==> src/rtl/ftdi_rx_framer_if.sv <==
// Byte-stream and frame-status bundle between the FTDI receive side and the framer.
// master = byte source / frame consumer, slave = the framer itself.
interface ftdi_rx_framer_if;
    logic [7:0] in_rx_data;
    logic       in_rx_rdy;
    logic [7:0] out_cmd;
    logic [7:0] out_len;
    logic [7:0] out_pl_data;
    logic       out_pl_valid;
    logic       out_frame_ok;
    logic       out_frame_err;
    logic [1:0] out_err_code;
    logic       out_busy;

    modport master (
        output in_rx_data, in_rx_rdy,
        input  out_cmd, out_len, out_pl_data, out_pl_valid,
        input  out_frame_ok, out_frame_err, out_err_code, out_busy
    );

    modport slave (
        input  in_rx_data, in_rx_rdy,
        output out_cmd, out_len, out_pl_data, out_pl_valid,
        output out_frame_ok, out_frame_err, out_err_code, out_busy
    );
endinterface

==> src/rtl/ftdi_rx_framer.sv <==
// Length-delimited frame recovery: SYNC, CMD, LEN, LEN payload bytes, CSUM.
// Payload is streamed out as it arrives; every frame ends in one ok/err pulse.
// An inter-byte idle watchdog aborts frames that stall mid-way.
module ftdi_rx_framer #(
    parameter logic [7:0] SYNC_BYTE      = 8'h55,
    parameter int         MAX_LEN        = 16,
    parameter int         TIMEOUT_CYCLES = 50000,
    parameter int         TO_W           = 16
) (
    input  logic              in_clk,
    input  logic              in_reset_n,
    ftdi_rx_framer_if.slave   bus
);

    typedef enum logic [2:0] {
        IDLE    = 3'd0,
        CMD     = 3'd1,
        LEN     = 3'd2,
        PAYLOAD = 3'd3,
        CSUM    = 3'd4
    } state_t;

    localparam logic [TO_W-1:0] TO_LAST   = TO_W'(TIMEOUT_CYCLES - 1);
    localparam logic [7:0]      MAX_LEN_B = 8'(MAX_LEN);

    localparam logic [1:0] ERR_LEN     = 2'd1;
    localparam logic [1:0] ERR_CSUM    = 2'd2;
    localparam logic [1:0] ERR_TIMEOUT = 2'd3;

    state_t            state;
    logic [7:0]        cnt;
    logic [7:0]        csum;
    logic [TO_W-1:0]   to_cnt;

    // Frame FSM, checksum/length bookkeeping, idle watchdog and all registered outputs
    always_ff @(posedge in_clk or negedge in_reset_n) begin
        if (!in_reset_n) begin
            state             <= IDLE;
            cnt               <= '0;
            csum              <= '0;
            to_cnt            <= '0;
            bus.out_cmd       <= '0;
            bus.out_len       <= '0;
            bus.out_pl_data   <= '0;
            bus.out_pl_valid  <= 1'b0;
            bus.out_frame_ok  <= 1'b0;
            bus.out_frame_err <= 1'b0;
            bus.out_err_code  <= '0;
            bus.out_busy      <= 1'b0;
        end else begin
            // pulses default low; each lasts exactly one cycle
            bus.out_pl_valid  <= 1'b0;
            bus.out_frame_ok  <= 1'b0;
            bus.out_frame_err <= 1'b0;

            if (bus.in_rx_rdy) begin
                // an arriving byte always beats a watchdog expiry in the same cycle
                to_cnt <= '0;
                case (state)
                    IDLE: begin
                        if (bus.in_rx_data == SYNC_BYTE) begin
                            state        <= CMD;
                            bus.out_busy <= 1'b1;
                        end
                    end
                    CMD: begin
                        bus.out_cmd <= bus.in_rx_data;
                        csum        <= bus.in_rx_data;
                        state       <= LEN;
                    end
                    LEN: begin
                        bus.out_len <= bus.in_rx_data;
                        csum        <= csum + bus.in_rx_data;
                        if (bus.in_rx_data > MAX_LEN_B) begin
                            bus.out_frame_err <= 1'b1;
                            bus.out_err_code  <= ERR_LEN;
                            bus.out_busy      <= 1'b0;
                            state             <= IDLE;
                        end else if (bus.in_rx_data == 8'd0) begin
                            state <= CSUM;
                        end else begin
                            cnt   <= bus.in_rx_data;
                            state <= PAYLOAD;
                        end
                    end
                    PAYLOAD: begin
                        // SYNC_BYTE values here are plain data; no resync
                        bus.out_pl_data  <= bus.in_rx_data;
                        bus.out_pl_valid <= 1'b1;
                        csum             <= csum + bus.in_rx_data;
                        cnt              <= cnt - 8'd1;
                        if (cnt == 8'd1) begin
                            state <= CSUM;
                        end
                    end
                    CSUM: begin
                        if (bus.in_rx_data == csum) begin
                            bus.out_frame_ok <= 1'b1;
                        end else begin
                            bus.out_frame_err <= 1'b1;
                            bus.out_err_code  <= ERR_CSUM;
                        end
                        bus.out_busy <= 1'b0;
                        state        <= IDLE;
                    end
                    default: begin
                        bus.out_busy <= 1'b0;
                        state        <= IDLE;
                    end
                endcase
            end else if (state != IDLE) begin
                if (to_cnt == TO_LAST) begin
                    bus.out_frame_err <= 1'b1;
                    bus.out_err_code  <= ERR_TIMEOUT;
                    bus.out_busy      <= 1'b0;
                    state             <= IDLE;
                    to_cnt            <= '0;
                end else begin
                    to_cnt <= to_cnt + 1'b1;
                end
            end
        end
    end

endmodule
==> src/flat_wrapper.sv <==
// flat-port wrapper written by rule: the top's interface ports become plain ports
module ftdi_rx_framer_flat 
#(
    parameter logic [7:0] SYNC_BYTE      = 8'h55,
    parameter int         MAX_LEN        = 16,
    parameter int         TIMEOUT_CYCLES = 50000,
    parameter int         TO_W           = 16
)
  (in_clk, in_reset_n, bus_in_rx_data, bus_in_rx_rdy, bus_out_cmd, bus_out_len, bus_out_pl_data, bus_out_pl_valid, bus_out_frame_ok, bus_out_frame_err, bus_out_err_code, bus_out_busy);
  ftdi_rx_framer_if bus_i ();
  input  logic in_clk;
  input  logic in_reset_n;
  input wire logic [$bits(bus_i.in_rx_data)-1:0] bus_in_rx_data;
  input wire logic [$bits(bus_i.in_rx_rdy)-1:0] bus_in_rx_rdy;
  output wire logic [$bits(bus_i.out_cmd)-1:0] bus_out_cmd;
  output wire logic [$bits(bus_i.out_len)-1:0] bus_out_len;
  output wire logic [$bits(bus_i.out_pl_data)-1:0] bus_out_pl_data;
  output wire logic [$bits(bus_i.out_pl_valid)-1:0] bus_out_pl_valid;
  output wire logic [$bits(bus_i.out_frame_ok)-1:0] bus_out_frame_ok;
  output wire logic [$bits(bus_i.out_frame_err)-1:0] bus_out_frame_err;
  output wire logic [$bits(bus_i.out_err_code)-1:0] bus_out_err_code;
  output wire logic [$bits(bus_i.out_busy)-1:0] bus_out_busy;
  assign bus_i.in_rx_data = bus_in_rx_data;
  assign bus_i.in_rx_rdy = bus_in_rx_rdy;
  assign bus_out_cmd = bus_i.out_cmd;
  assign bus_out_len = bus_i.out_len;
  assign bus_out_pl_data = bus_i.out_pl_data;
  assign bus_out_pl_valid = bus_i.out_pl_valid;
  assign bus_out_frame_ok = bus_i.out_frame_ok;
  assign bus_out_frame_err = bus_i.out_frame_err;
  assign bus_out_err_code = bus_i.out_err_code;
  assign bus_out_busy = bus_i.out_busy;
  ftdi_rx_framer #(.SYNC_BYTE(SYNC_BYTE), .MAX_LEN(MAX_LEN), .TIMEOUT_CYCLES(TIMEOUT_CYCLES), .TO_W(TO_W)) u_core (.in_clk(in_clk), .in_reset_n(in_reset_n), .bus(bus_i));
endmodule
==> config.mk <==
export PLATFORM = sky130hd
export DESIGN_NAME = ftdi_rx_framer_flat
export DESIGN_NICKNAME = d
export VERILOG_FILES = /design/src/rtl/ftdi_rx_framer_if.sv /design/src/rtl/ftdi_rx_framer.sv /design/src/flat_wrapper.sv
export SDC_FILE = /design/constraint.sdc
export NUM_CORES = 1
export LEC_CHECK = 0
export CAP_MARGIN = 20
export CORE_MARGIN = 5
export CORE_UTILIZATION = 50
export CTS_CLUSTER_SIZE = 12
export DETAILED_ROUTE_END_ITERATION = 8
export GPL_ROUTABILITY_DRIVEN = 0
export HOLD_SLACK_MARGIN = 0.08
export PLACE_DENSITY = 0.77
export SYNTH_ARGS = -nofsm -noshare
export SYNTH_HDL_FRONTEND = slang
export SYNTH_SLANG_ARGS = --single-unit
==> constraint.sdc <==
create_clock -name in_clk -period 2.2 [get_ports in_clk]
set_input_delay 0.22 -clock in_clk [delete_from_list [all_inputs] [get_ports in_clk]]
set_output_delay 0.22 -clock in_clk [all_outputs]
set_load 0.02 [all_outputs]
# After elaboration in Yosys (flattened, before gate mapping)
# Index checks and enable logic that the tools add are counted.
# totals
ff_bits	65
in_bits	11
output_inout_bits	30
elab_cells	87
# op_classes
add_sub_neg	3
magnitude_cmp	1
eq_ne	16
mux	38
n_reduce_logical	17
# op_table
op	n
$mux W16	3
$pmux W8 S2	2
$mux W3	7
$add A16 B1 Y16 const B	1
$eq A16 B16 Y1 const B	1
$mux W8	2
$mux W1	15
$pmux W3 S4	1
$mux W2	5
$reduce_and A5 Y1	2
$ne A3 B2 Y1 const B	3
$add A8 B8 Y8	1
$eq A8 B1 Y1 const B	1
$eq A8 B7 Y1 const B	1
$eq A8 B8 Y1	1
$gt A8 B5 Y1 const B	1
$logic_not A8 Y1	1
$reduce_and A2 Y1	4
$reduce_and A4 Y1	2
$reduce_bool A2 Y1	4
$sub A8 B1 Y8 const B	1
$eq A3 B2 Y1 const B	2
$ne A2 B2 Y1 const B	3
$pmux W2 S2	1
other kinds (9)	10

# Logic depth before layout (Yosys ltp)
# Gate-level depths: netlist of the first run.
# logic_depth
depth_word	5
mapped_depth	9
ltp_nobuf	9

# Worst setup path after synthesis of the first run
# No wires, ideal clock.
# synth_path
kind	flip-flop to flip-flop
startpoint	register u_core.csum[0]
endpoint	register u_core.csum[6]
setup_time_ps	125
arrival_ps	1742
required_ps	2075
setup_slack_ps	333
stages_incl_launch_ff	10
n_path_buf	0
synth_period_minus_slack_ps	1867
path_cell_list	dfrtp_1 ha_1 inv_1 fa_1 nor2b_1 o31a_1 o21a_1 o21a_1 o31ai_1 mux2_2
# synth_via
elab_chain_cells	2
# synth_lines
element	line_no	text
from (decl)	ftdi_rx_framer.sv:32	logic [7:0] csum;
from (signal assigned)	ftdi_rx_framer.sv:68	csum <= bus.in_rx_data;
from (signal assigned)	ftdi_rx_framer.sv:73	csum <= csum + bus.in_rx_data;
from (signal assigned)	ftdi_rx_framer.sv:90	csum <= csum + bus.in_rx_data;
$add A8 B8 Y8	ftdi_rx_framer.sv:73, ftdi_rx_framer.sv:90	
$pmux W8 S2	ftdi_rx_framer.sv:59	case (state)
# No other way between the ends.
# A chain may end at the register's enable or synchronous reset.

# Final worst setup path of the first run
# layout_path
startpoint	input port bus_in_rx_data[3]
endpoint	register u_core.cnt[2]
# layout_via
elab_chain_cells	3
elab_cells_between_ends	5
classes_between	order compare (1); eq/ne (2); reduce/logical (2)
# layout_lines
element	line_no	text
from (decl)	flat_wrapper.sv:13	input wire logic [$bits(bus_i.in_rx_data)-1:0] bus_in_rx_data;
$gt A8 B5 Y1 / $logic_not A8 Y1 (equally long branches)	ftdi_rx_framer.sv:74, ftdi_rx_framer.sv:79	
$ne A2 B2 Y1 (no source line)	--	
$reduce_and A4 Y1 (no source line) *	--	
to (signal assigned)	ftdi_rx_framer.sv:82	cnt <= bus.in_rx_data;
to (signal assigned)	ftdi_rx_framer.sv:91	cnt <= cnt - 8'd1;
to (decl)	ftdi_rx_framer.sv:31	logic [7:0] cnt;
# Every way passes the cells marked *; elsewhere a longest branch is shown, timed or not.

==> results.yml, run 1 <==
grt:
  grt_max_degree: 66
  grt_pass1_vias: 2928
  met2_usage: 0.356
  use_met3: 0.0626
  grt_busiest_layer: "met2"
  grt_first_pass_wirelength_um: 14300
  grt_use_met1: 0.258
  antenna_found_initial: 0
  track_usage: 0.208
  grt_overflow_total: 0
synth:
  synth-seq-cells: 65
  synth_nets: 371
  synth_area_sq_mm: 0.00344
  ys_types: 56
  synth_ff_type: "dfrtp_1"
  syn_inst: 349
  synth.avg_cell_area_sq_um: 9.85
  async_flop_share: 1.00
  yosys_warnings: 0
  ys_seq_area_frac: 0.473
  synth_edf_count: 0
critical_path:
  r2r_slack_ns: 0.21
  required_ns: 2.42
  critPathSlowestCell: "clkdlybuf4s50_1"
  path_class: "input port to flop"
  path_max_fanout: 11
  r2r_end: "u_core.state[0]"
  cp-end-kind: "flop"
  start_kind: "input port"
  rr_worst_depth: 6
  critPathMaxStageDelay_ns: 0.54
  rr_startpoint: "u_core.to_cnt[10]"
  path_cells: "clkdlybuf4s50_1 -> or4_4 -> xor2_1 -> nand2_2 -> a21o_2 -> o21ai_0 -> o21ai_1"
  arrival_ns: 2.28
clock_tree:
  cts_buffer_depth: 2
  cts_root_buf: "clkbuf_8"
  cts_setup_buffers: 0
  clock_latency_ns: 0.34
  htree_levels: 3
  cts-buffers-inserted: 9
  clk_pin_slew_worst_paths_ns: 0.08
  cts_tree: "yes"
  cts_sinks: 65
floorplan:
  fp.dieH_um: 92.9
  fp.dieW_um: 92.9
  core_area_sq_mm: 0.00676
  initial_core_util: 0.509
  dieArea_sq_mm: 0.00863
  ioPinCount: 41
  fp-row-count: 30
cells_and_area:
  final_area_sq_mm: 0.00438
  nNetsFinal: 449
  n_antenna_cell: 0
  drive_gt1_frac: 0.206
  areaGrowthSynthToFinish_pct: 27.5
sta:
  setup_violations: 0
  hold_viol_final: 0
  worst_pin_slew_ns: 0.662
  slew_headroom: 0.555
  finalMaxSlewViolations: 0
  fmax_mhz: 485
  fin_crit_sh: 0.937
  clock_skew_ns: 0.0137
  rsz0062_at_grt: "false"
  min_period_ns: 2.06
routing:
  drc_errors: 0
  routedWlPerCell_um: 16.1
  dr.pass1.iters: 4
  wirelength_um: 8240
  vias_per_cell: 5.58
  vias: 2856
  ant_nets: 0
  drt_iter0_drc: 169
power:
  power_density_mw_per_mm2: 1200
  ir_worst_vdd_uv: 781
  power_mw: 5.26
  p_leak_nw: 1.99
hold_path:
  hold_path_class: "input port to flop"
  hold_end: "u_core.bus.out_cmd[0]"
  whs_path_depth: 2
  min_from: "bus_in_rx_data[0]"
place:
  place.detailed.hpwl_um: 5780
  port_buffers: 40
  placed_area_sq_mm: 0.00418
status:
  status: "finished, final reports clean"
job:
  drv_cap: 0
[cell usage after synthesis (3+ instances only)]
cell | n | area [sq um]
dfrtp_1 | 65 | 1630
ha_1 | 10 | 125
nand2_1 | 30 | 113
clkbuf_1 | 7 | 26.3
inv_1 | 12 | 45.0
nor2_1 | 35 | 131
mux2_2 | 22 | 248
a211oi_1 | 3 | 22.5
xor2_1 | 8 | 70.1
o21a_1 | 4 | 30.0
buf_2 | 6 | 30.0
and2_1 | 3 | 18.8
a21o_1 | 3 | 22.5
nand2b_1 | 4 | 25.0
o21ai_1 | 14 | 70.1
nand4_1 | 4 | 25.0
xnor2_1 | 3 | 26.3
nand4b_1 | 3 | 26.3
a21oi_1 | 20 | 100
nand3_1 | 7 | 35.0
o21ai_0 | 16 | 80.1
mux2i_1 | 3 | 30.0
nor3_1 | 15 | 75.1
nor4_1 | 5 | 31.3
nor2b_1 | 5 | 31.3
[through the flow]
stage	setup TNS, ns	utilization	hold WS (ns)	setup WS (ns)	instances
after floorplan	0	-	-0.0756	0.333	349
after global placement	-1.45	0.618	0.264	-0.211	495
after detailed placement	-2.12	0.618	0.265	-0.248	495
after CTS	0	0.647	0.439	0.0773	512
after global routing	0	0.649	0.329	0.0197	512
final	0	0.649	0.318	0.138	512
[worst max-delay path, delay by kind of cell]
kind                   cells  cell delay (ns)
AND/OR/NAND/NOR            2             0.64
buffers and inverters      1             0.54
AO/OA/AOI/OAI              3             0.63
XOR/XNOR                   1             0.23
[state kept, by name (all words and copies together), names as in the netlist]
| name | cells |
|---|---|
| u_core.to_cnt | 16 |
| u_core.bus.out_cmd | 8 |
| u_core.bus.out_len | 8 |
| u_core.bus.out_pl_data | 8 |
| u_core.cnt | 8 |
| u_core.csum | 8 |
| u_core.state | 3 |
| u_core.bus.out_err_code | 2 |
| u_core.bus.out_busy | 1 |
| u_core.bus.out_frame_err | 1 |
| u_core.bus.out_frame_ok | 1 |
| u_core.bus.out_pl_valid | 1 |
[metal layers]
layer / part of all wire / vias up / wire length, um
li1: - / 1410 / -
met4: 0.017 / 0 / 139
met2: 0.49 / 75 / 4060
met3: 0.051 / 10 / 421
met5: 0 / - / 0
met1: 0.44 / 1361 / 3620
[cell type report]
cell class / count / area [sq um]
clock buffer: 9 / 124
clock inverter: 7 / 61.3
fill: 554 / 2370
inverter: 12 / 45.0
multi-input combinational: 258 / 1700
sequential: 65 / 1630
tap: 80 / 100
timing repair buffer: 81 / 723
[logic make-up (layout without fill, tap and decap cells)]
group,count (synthesis),count (layout),synth area share
buffers and inverters,26,109,0.0328
adders and majority gates,11,11,0.0422
xor gates and xnor gates,11,11,0.0280
AOI/OAI and AO/OA,78,78,0.138
muxes,28,28,0.0928
and+or+nand+nor,130,130,0.193
DFF,65,65,0.473
[layout by cell type (no fill, tap or decap), types with 4 or more instances in the layout]
cell / Yosys / routed
dfrtp_1: 65 / 65
ha_1: 10 / 10
inv_1: 12 / 12
a21oi_1: 20 / 20
mux2_2: 22 / 22
nor2b_1: 5 / 5
nor3_1: 15 / 15
nand3_1: 7 / 7
clkdlybuf4s50_1: 0 / 37
o21ai_0: 16 / 16
o21ai_1: 14 / 14
xor2_1: 8 / 8
nor4_1: 5 / 5
nand4_1: 4 / 4
nand2_1: 30 / 30
buf_4: 0 / 39
nand2b_1: 4 / 4
o21a_1: 4 / 4
clkbuf_8: 0 / 9
nor2_1: 35 / 35
[worst max-delay path by stage]
stage / startpoint / end / slack, ns / depth (start not counted)
6_report: bus_in_rx_data[3] / u_core.cnt[2] / 0.14 / 7
5_1_grt: u_core.to_cnt[10] / u_core.state[0] / 0.02 / 6
4_1_cts: bus_in_rx_data[0] / u_core.csum[7] / 0.08 / 9
3_5_place_dp: bus_in_rx_data[0] / u_core.csum[6] / -0.25 / 10
3_3_place_gp: bus_in_rx_data[0] / u_core.csum[6] / -0.21 / 10
2_1_floorplan: u_core.csum[0] / u_core.csum[6] / 0.33 / 9
[timing repair]
item                                    4_1_cts  5_1_grt
hold endpoints to repair                     65        0
hold buffers                                  1        0
endpoints found under the setup margin        0        3
resized for setup                             0        3
[power breakdown]
| part | switching (mW) | internal (mW) | total, mW |
|---|---|---|---|
| sequential | 0.275 | 1.61 | 1.88 |
| combinational | 1.24 | 1.20 | 2.44 |
| clock | 0.515 | 0.428 | 0.943 |
| total | 2.03 | 3.23 | 5.26 |
(Power assumes the default switching activity.)
==> inputs of run 2 (changes only) <==
--- a/config.mk
+++ b/config.mk
@@ -12,7 +12,8 @@
 export DETAILED_ROUTE_END_ITERATION = 8
 export GPL_ROUTABILITY_DRIVEN = 0
 export HOLD_SLACK_MARGIN = 0.08
-export PLACE_DENSITY = 0.77
+export PLACE_DENSITY = 0.71
+export REMOVE_ABC_BUFFERS = 1
 export SYNTH_ARGS = -nofsm -noshare
 export SYNTH_HDL_FRONTEND = slang
 export SYNTH_SLANG_ARGS = --single-unit
==> results.yml, run 2 (synthesis gave the netlist of run 1 again) <==
status:
  status: "finished, final reports clean"
floorplan:
  core_area_sq_mm: 0.00676
  ioPinCount: 41
  fp.dieW_um: 92.9
  initial_core_util: 0.509
  fp.dieH_um: 92.9
  dieArea_sq_mm: 0.00863
  fp-row-count: 30
place:
  post-place-cells: 493
  port_buffers: 40
  place_ws_ns: -0.272
  place.detailed.hpwl_um: 5840
cells_and_area:
  drive_gt1_frac: 0.200
  areaGrowthSynthToFinish_pct: 28.1
  nNetsFinal: 447
  largest_reg_flops: 16
  final_common_cell: "dfrtp_1"
  n_antenna_cell: 0
  fin_util: 0.651
  final_cell_mix: "dfrtp_1, clkdlybuf4s50_1, buf_4, nor2_1, nand2_1"
  stdcell_count: 510
  top_register: "u_core.to_cnt"
job:
  drv_cap: 0
grt:
  grt_pass1_vias: 2924
  grt_max_degree: 66
  grt_first_pass_wirelength_um: 14000
  track_usage: 0.206
  antenna_found_initial: 0
  grt_overflow_total: 0
critical_path:
  worst_path_most_repeated_cell: "o21a_1"
  cp-endpoint: "u_core.csum[6]"
  rr_startpoint: "u_core.csum[0]"
  r2r_slack_ns: 0.18
  arrival_ns: 2.34
  required_ns: 2.43
  crit_path_start: "bus_in_rx_data[0]"
  path_class: "input port to flop"
  start_kind: "input port"
  r2r_end: "u_core.csum[6]"
  path_max_fanout: 5
  cp-end-kind: "flop"
  critPathMaxStageDelay_ns: 0.55
  path_cells: "clkdlybuf4s50_1 -> ha_1 -> inv_1 -> fa_1 -> nor2b_1 -> o31a_1 -> o21a_1 -> o21a_1 -> o31ai_1 -> mux2_2"
  critPathSlowestCell: "clkdlybuf4s50_1"
  rr_worst_depth: 9
clock_tree:
  cts-buffers-inserted: 9
  cts_buffer_depth: 2
  clock_latency_ns: 0.35
  cts_setup_buffers: 0
  cts_tree: "yes"
  cts_sinks: 65
  cts-resized-gates: 0
  htree_levels: 3
  clk_pin_slew_worst_paths_ns: 0.06
  cts_root_buf: "clkbuf_8"
power:
  ir_worst_vdd_uv: 772
  power_mw: 5.45
  p_leak_nw: 1.98
  power_density_mw_per_mm2: 1240
routing:
  drt_iter0_drc: 168
  routedWlPerCell_um: 15.8
  vias: 2863
  wirelength_um: 8030
  dr.pass1.iters: 4
  drc_errors: 0
  vias_per_cell: 5.61
  ant_nets: 0
sta:
  worst_pin_slew_ns: 0.577
  fin_tns_setup_ns: 0
  setup_ws_ns: 0.0865
  hold_viol_final: 0
  rsz0062_at_grt: "false"
  fmax_mhz: 473
  min_period_ns: 2.11
  finalMaxSlewViolations: 0
  slew_headroom: 0.612
  clock_skew_ns: 0.00867
  fin_crit_sh: 0.961
  setup_violations: 0
hold_path:
  hold_path_class: "input port to asynchronous set/reset pin"
-- run 2: cell types whose count changed in the layout (fill, tap and decap cells not counted), moves of 2 or more --
cell	change
clkbuf_8	+2
inv_6	-2
clkinv_4	-2
clkdlybuf4s50_1	+2
buf_4	-2
clkinv_2	+2
dlymetal6s2s_1	-2
bufinv_16	+2
-- run 2: how the worst min path moves through the flow --
| stage | from | end | slack (ns) | cells after the start |
|---|---|---|---|---|
| 2_1_floorplan | in_reset_n | u_core.bus.out_busy | -0.08 | 0 |
| 3_3_place_gp | in_reset_n | u_core.bus.out_pl_data[3] | 0.27 | 2 |
| 3_5_place_dp | in_reset_n | u_core.bus.out_pl_data[3] | 0.27 | 2 |
| 4_1_cts | in_reset_n | u_core.to_cnt[2] | 0.43 | 3 |
| 5_1_grt | in_reset_n | u_core.bus.out_len[2] | 0.46 | 3 |
| 6_report | in_reset_n | u_core.bus.out_pl_data[3] | 0.41 | 3 |
-- run 2: layer usage --
layer	vias to the layer above	routed length (um)	GRT usage
li1	1409	-	-
met1	1388	3760	0.270
met2	53	3810	0.334
met3	13	327	0.0512
met4	0	135	0.0696
met5	-	0	0
-- run 2: through the flow --
stage | hold slack [ns] | cell area, sq um
3_5_place_dp | 0.267 | 4160
2_1_floorplan | -0.0756 | 3370
3_3_place_gp | 0.269 | 4160
6_report | 0.413 | 4400
5_1_grt | 0.461 | 4400
4_1_cts | 0.432 | 4400
-- run 2: timing repair --
action | in CTS | in global routing
hold endpoints to repair | 65 | 0
hold buffers | 1 | 0
endpoints found under the setup margin | 0 | 0
-- run 2: cell type report --
cell class              instances  area [sq um]
multi-input cells             258          1700
flip-flops and latches         65          1630
inverters                      12          45.0
clock inverters                 5          77.6
fillers                       553          2350
repair buffers                 79           703
clock buffers                  11           151
well taps                      80           100
-- run 2: worst max-delay path, delay by kind of cell --
kind	cells	cell delay [ns]
buf+inv	2	0.60
fa+ha+maj	2	0.58
compound gates	4	0.48
mux	1	0.26
simple gates	1	0.19
-- run 2: where the power goes --
part / internal, mW / switching, mW
Clock: 0.696 / 0.462
Combinational: 1.21 / 1.22
Sequential: 1.61 / 0.257
Total: 3.51 / 1.94
==> inputs of run 3 (changes only) <==
--- a/config.mk
+++ b/config.mk
@@ -6,7 +6,6 @@
 export NUM_CORES = 1
 export LEC_CHECK = 0
 export CAP_MARGIN = 20
-export CORE_MARGIN = 5
 export CORE_UTILIZATION = 50
 export CTS_CLUSTER_SIZE = 12
 export DETAILED_ROUTE_END_ITERATION = 8
==> results.yml, run 3 (synthesis gave the netlist of run 1 again) <==
cells_and_area:
  nNetsFinal: 450
  n_antenna_cell: 0
  final_common_cell: "dfrtp_1"
  stdcell_count: 510
  areaGrowthSynthToFinish_pct: 27.5
  largest_reg_flops: 16
  drive_gt1_frac: 0.201
  top_register: "u_core.to_cnt"
  final_cell_mix: "dfrtp_1, buf_4, clkdlybuf4s50_1, nor2_1, nand2_1"
routing:
  dr_wl_met3_um: 577
  routedWlPerCell_um: 16.1
  drt_iter0_drc: 161
  wirelength_um: 8210
  vias: 2902
  dr.pass1.iters: 6
  wl_met2_um: 3630
  ant_nets: 0
  met1Wirelength_um: 3840
  highest_layer: "met4"
  vias_per_cell: 5.69
  drc_errors: 1
place:
  place_ws_ns: -0.212
  post-place-cells: 493
  place.detailed.hpwl_um: 6040
  port_buffers: 40
floorplan:
  core_area_sq_mm: 0.00649
  dieArea_sq_mm: 0.00721
  fp.dieH_um: 84.9
  initial_core_util: 0.529
  fp-row-count: 29
  ioPinCount: 41
  fp.dieW_um: 84.9
sta:
  hold_viol_final: 0
  setup_ws_ns: 0.150
  fin_crit_sh: 0.932
  setup_violations: 0
  finalMaxSlewViolations: 0
  min_period_ns: 2.05
  fmax_mhz: 488
  worst_pin_slew_ns: 0.627
  rsz0062_at_grt: "false"
  slew_headroom: 0.579
  clock_skew_ns: 0.00951
grt:
  grt_overflow_total: 0
  grt_pass1_vias: 2759
  grt_first_pass_wirelength_um: 13800
  antenna_found_initial: 0
  track_usage: 0.250
  grt_max_degree: 41
power:
  power_density_mw_per_mm2: 1220
  p_int_mw: 3.38
  p_leak_nw: 1.98
  clkPwrFrac: 0.189
  seq_power_share: 0.351
  power_mw: 5.35
  switching_share: 0.368
  ir_worst_vdd_uv: 696
  p_switching_mw: 1.97
  power_frac_comb: 0.460
critical_path:
  r2r_slack_ns: 0.22
  worst_path_most_repeated_cell: "o21a_1"
  path_max_fanout: 5
  rr_startpoint: "u_core.csum[0]"
  cp-end-kind: "flop"
  r2r_end: "u_core.csum[7]"
  path_class: "input port to flop"
  arrival_ns: 2.28
  required_ns: 2.43
  rr_worst_depth: 8
  critPathSlowestCell: "clkdlybuf4s50_1"
  critPathMaxStageDelay_ns: 0.56
  start_kind: "input port"
  path_cells: "clkdlybuf4s50_1 -> ha_1 -> inv_1 -> fa_1 -> nor2b_2 -> o31a_1 -> o21a_1 -> o21a_1 -> o31ai_1 -> mux2_2"
clock_tree:
  cts-buffers-inserted: 9
  cts_sinks: 65
  cts_root_buf: "clkbuf_8"
  cts_buffer_depth: 2
  htree_levels: 3
  cts_tree: "yes"
  clk_pin_slew_worst_paths_ns: 0.07
  clock_latency_ns: 0.35
hold_path:
  hold_path_class: "input port to asynchronous set/reset pin"
job:
  drv_cap: 0
status:
  status: "finished with violations"
  violations: "design-rule violations"
==> run 3: metrics by stage <==
| step | hold slack [ns] | instance area [sq um] | setup TNS [ns] | util |
|---|---|---|---|---|
| 2_1_floorplan | -0.0756 | 3370 | 0 | - |
| 3_3_place_gp | 0.257 | 4180 | -0.684 | 0.644 |
| 3_5_place_dp | 0.261 | 4180 | -1.36 | 0.644 |
| 4_1_cts | 0.424 | 4380 | 0 | 0.674 |
| 5_1_grt | 0.500 | 4380 | 0 | 0.675 |
| 6_report | 0.418 | 4380 | 0 | 0.675 |
==> run 3: worst max-delay path, delay by kind of cell <==
family,cells,cell delay (ns)
AND/OR/NAND/NOR,1,0.15
multiplexers,1,0.25
buffers and inverters,2,0.62
AO/OA/AOI/OAI,4,0.45
adder cells (fa/ha/maj),2,0.60
==> run 3: worst max-delay path by stage <==
stage | startpoint | end
CTS | bus_in_rx_data[0] | u_core.csum[6]
finish | bus_in_rx_data[0] | u_core.csum[6]
global placement | bus_in_rx_data[0] | u_core.csum[6]
detailed placement | bus_in_rx_data[0] | u_core.csum[6]
global route | bus_in_rx_data[0] | u_core.csum[6]
floorplan | u_core.to_cnt[4] | u_core.state[0]
==> run 3: power groups by stage <==
stage	sequential, mW	combinational [mW]	clock, mW
finish	1.88	2.46	1.01
global route	1.94	2.67	1.08
CTS	1.88	2.46	1.04
detailed placement	1.90	2.45	0
global placement	1.88	2.40	0
floorplan	2.19	1.06	0
==> run 3: area by class of cell <==
class                           count  area (sq um)
Clock buffer                       13           149
Clock inverter                      3          40.0
Fill cell                         515          2110
Inverter                           12          45.0
Multi-Input combinational cell    258          1700
Sequential cell                    65          1630
Tap cell                           77          96.3
Timing Repair Buffer               82           726
==> run 3: what timing repair did <==
item	in CTS	in global routing
endpoints found under the setup margin	0	1
endpoints found under the hold margin	25	0
hold buffers	1	0
buffers inserted	0	0
gates resized for setup	0	1
==> run 3: routing by layer <==
layer | track usage | vias to the layer above
met5 | 0 | -
met4 | 0.102 | 0
met3 | 0.0574 | 16
met2 | 0.367 | 88
met1 | 0.360 | 1395
li1 | - | 1403
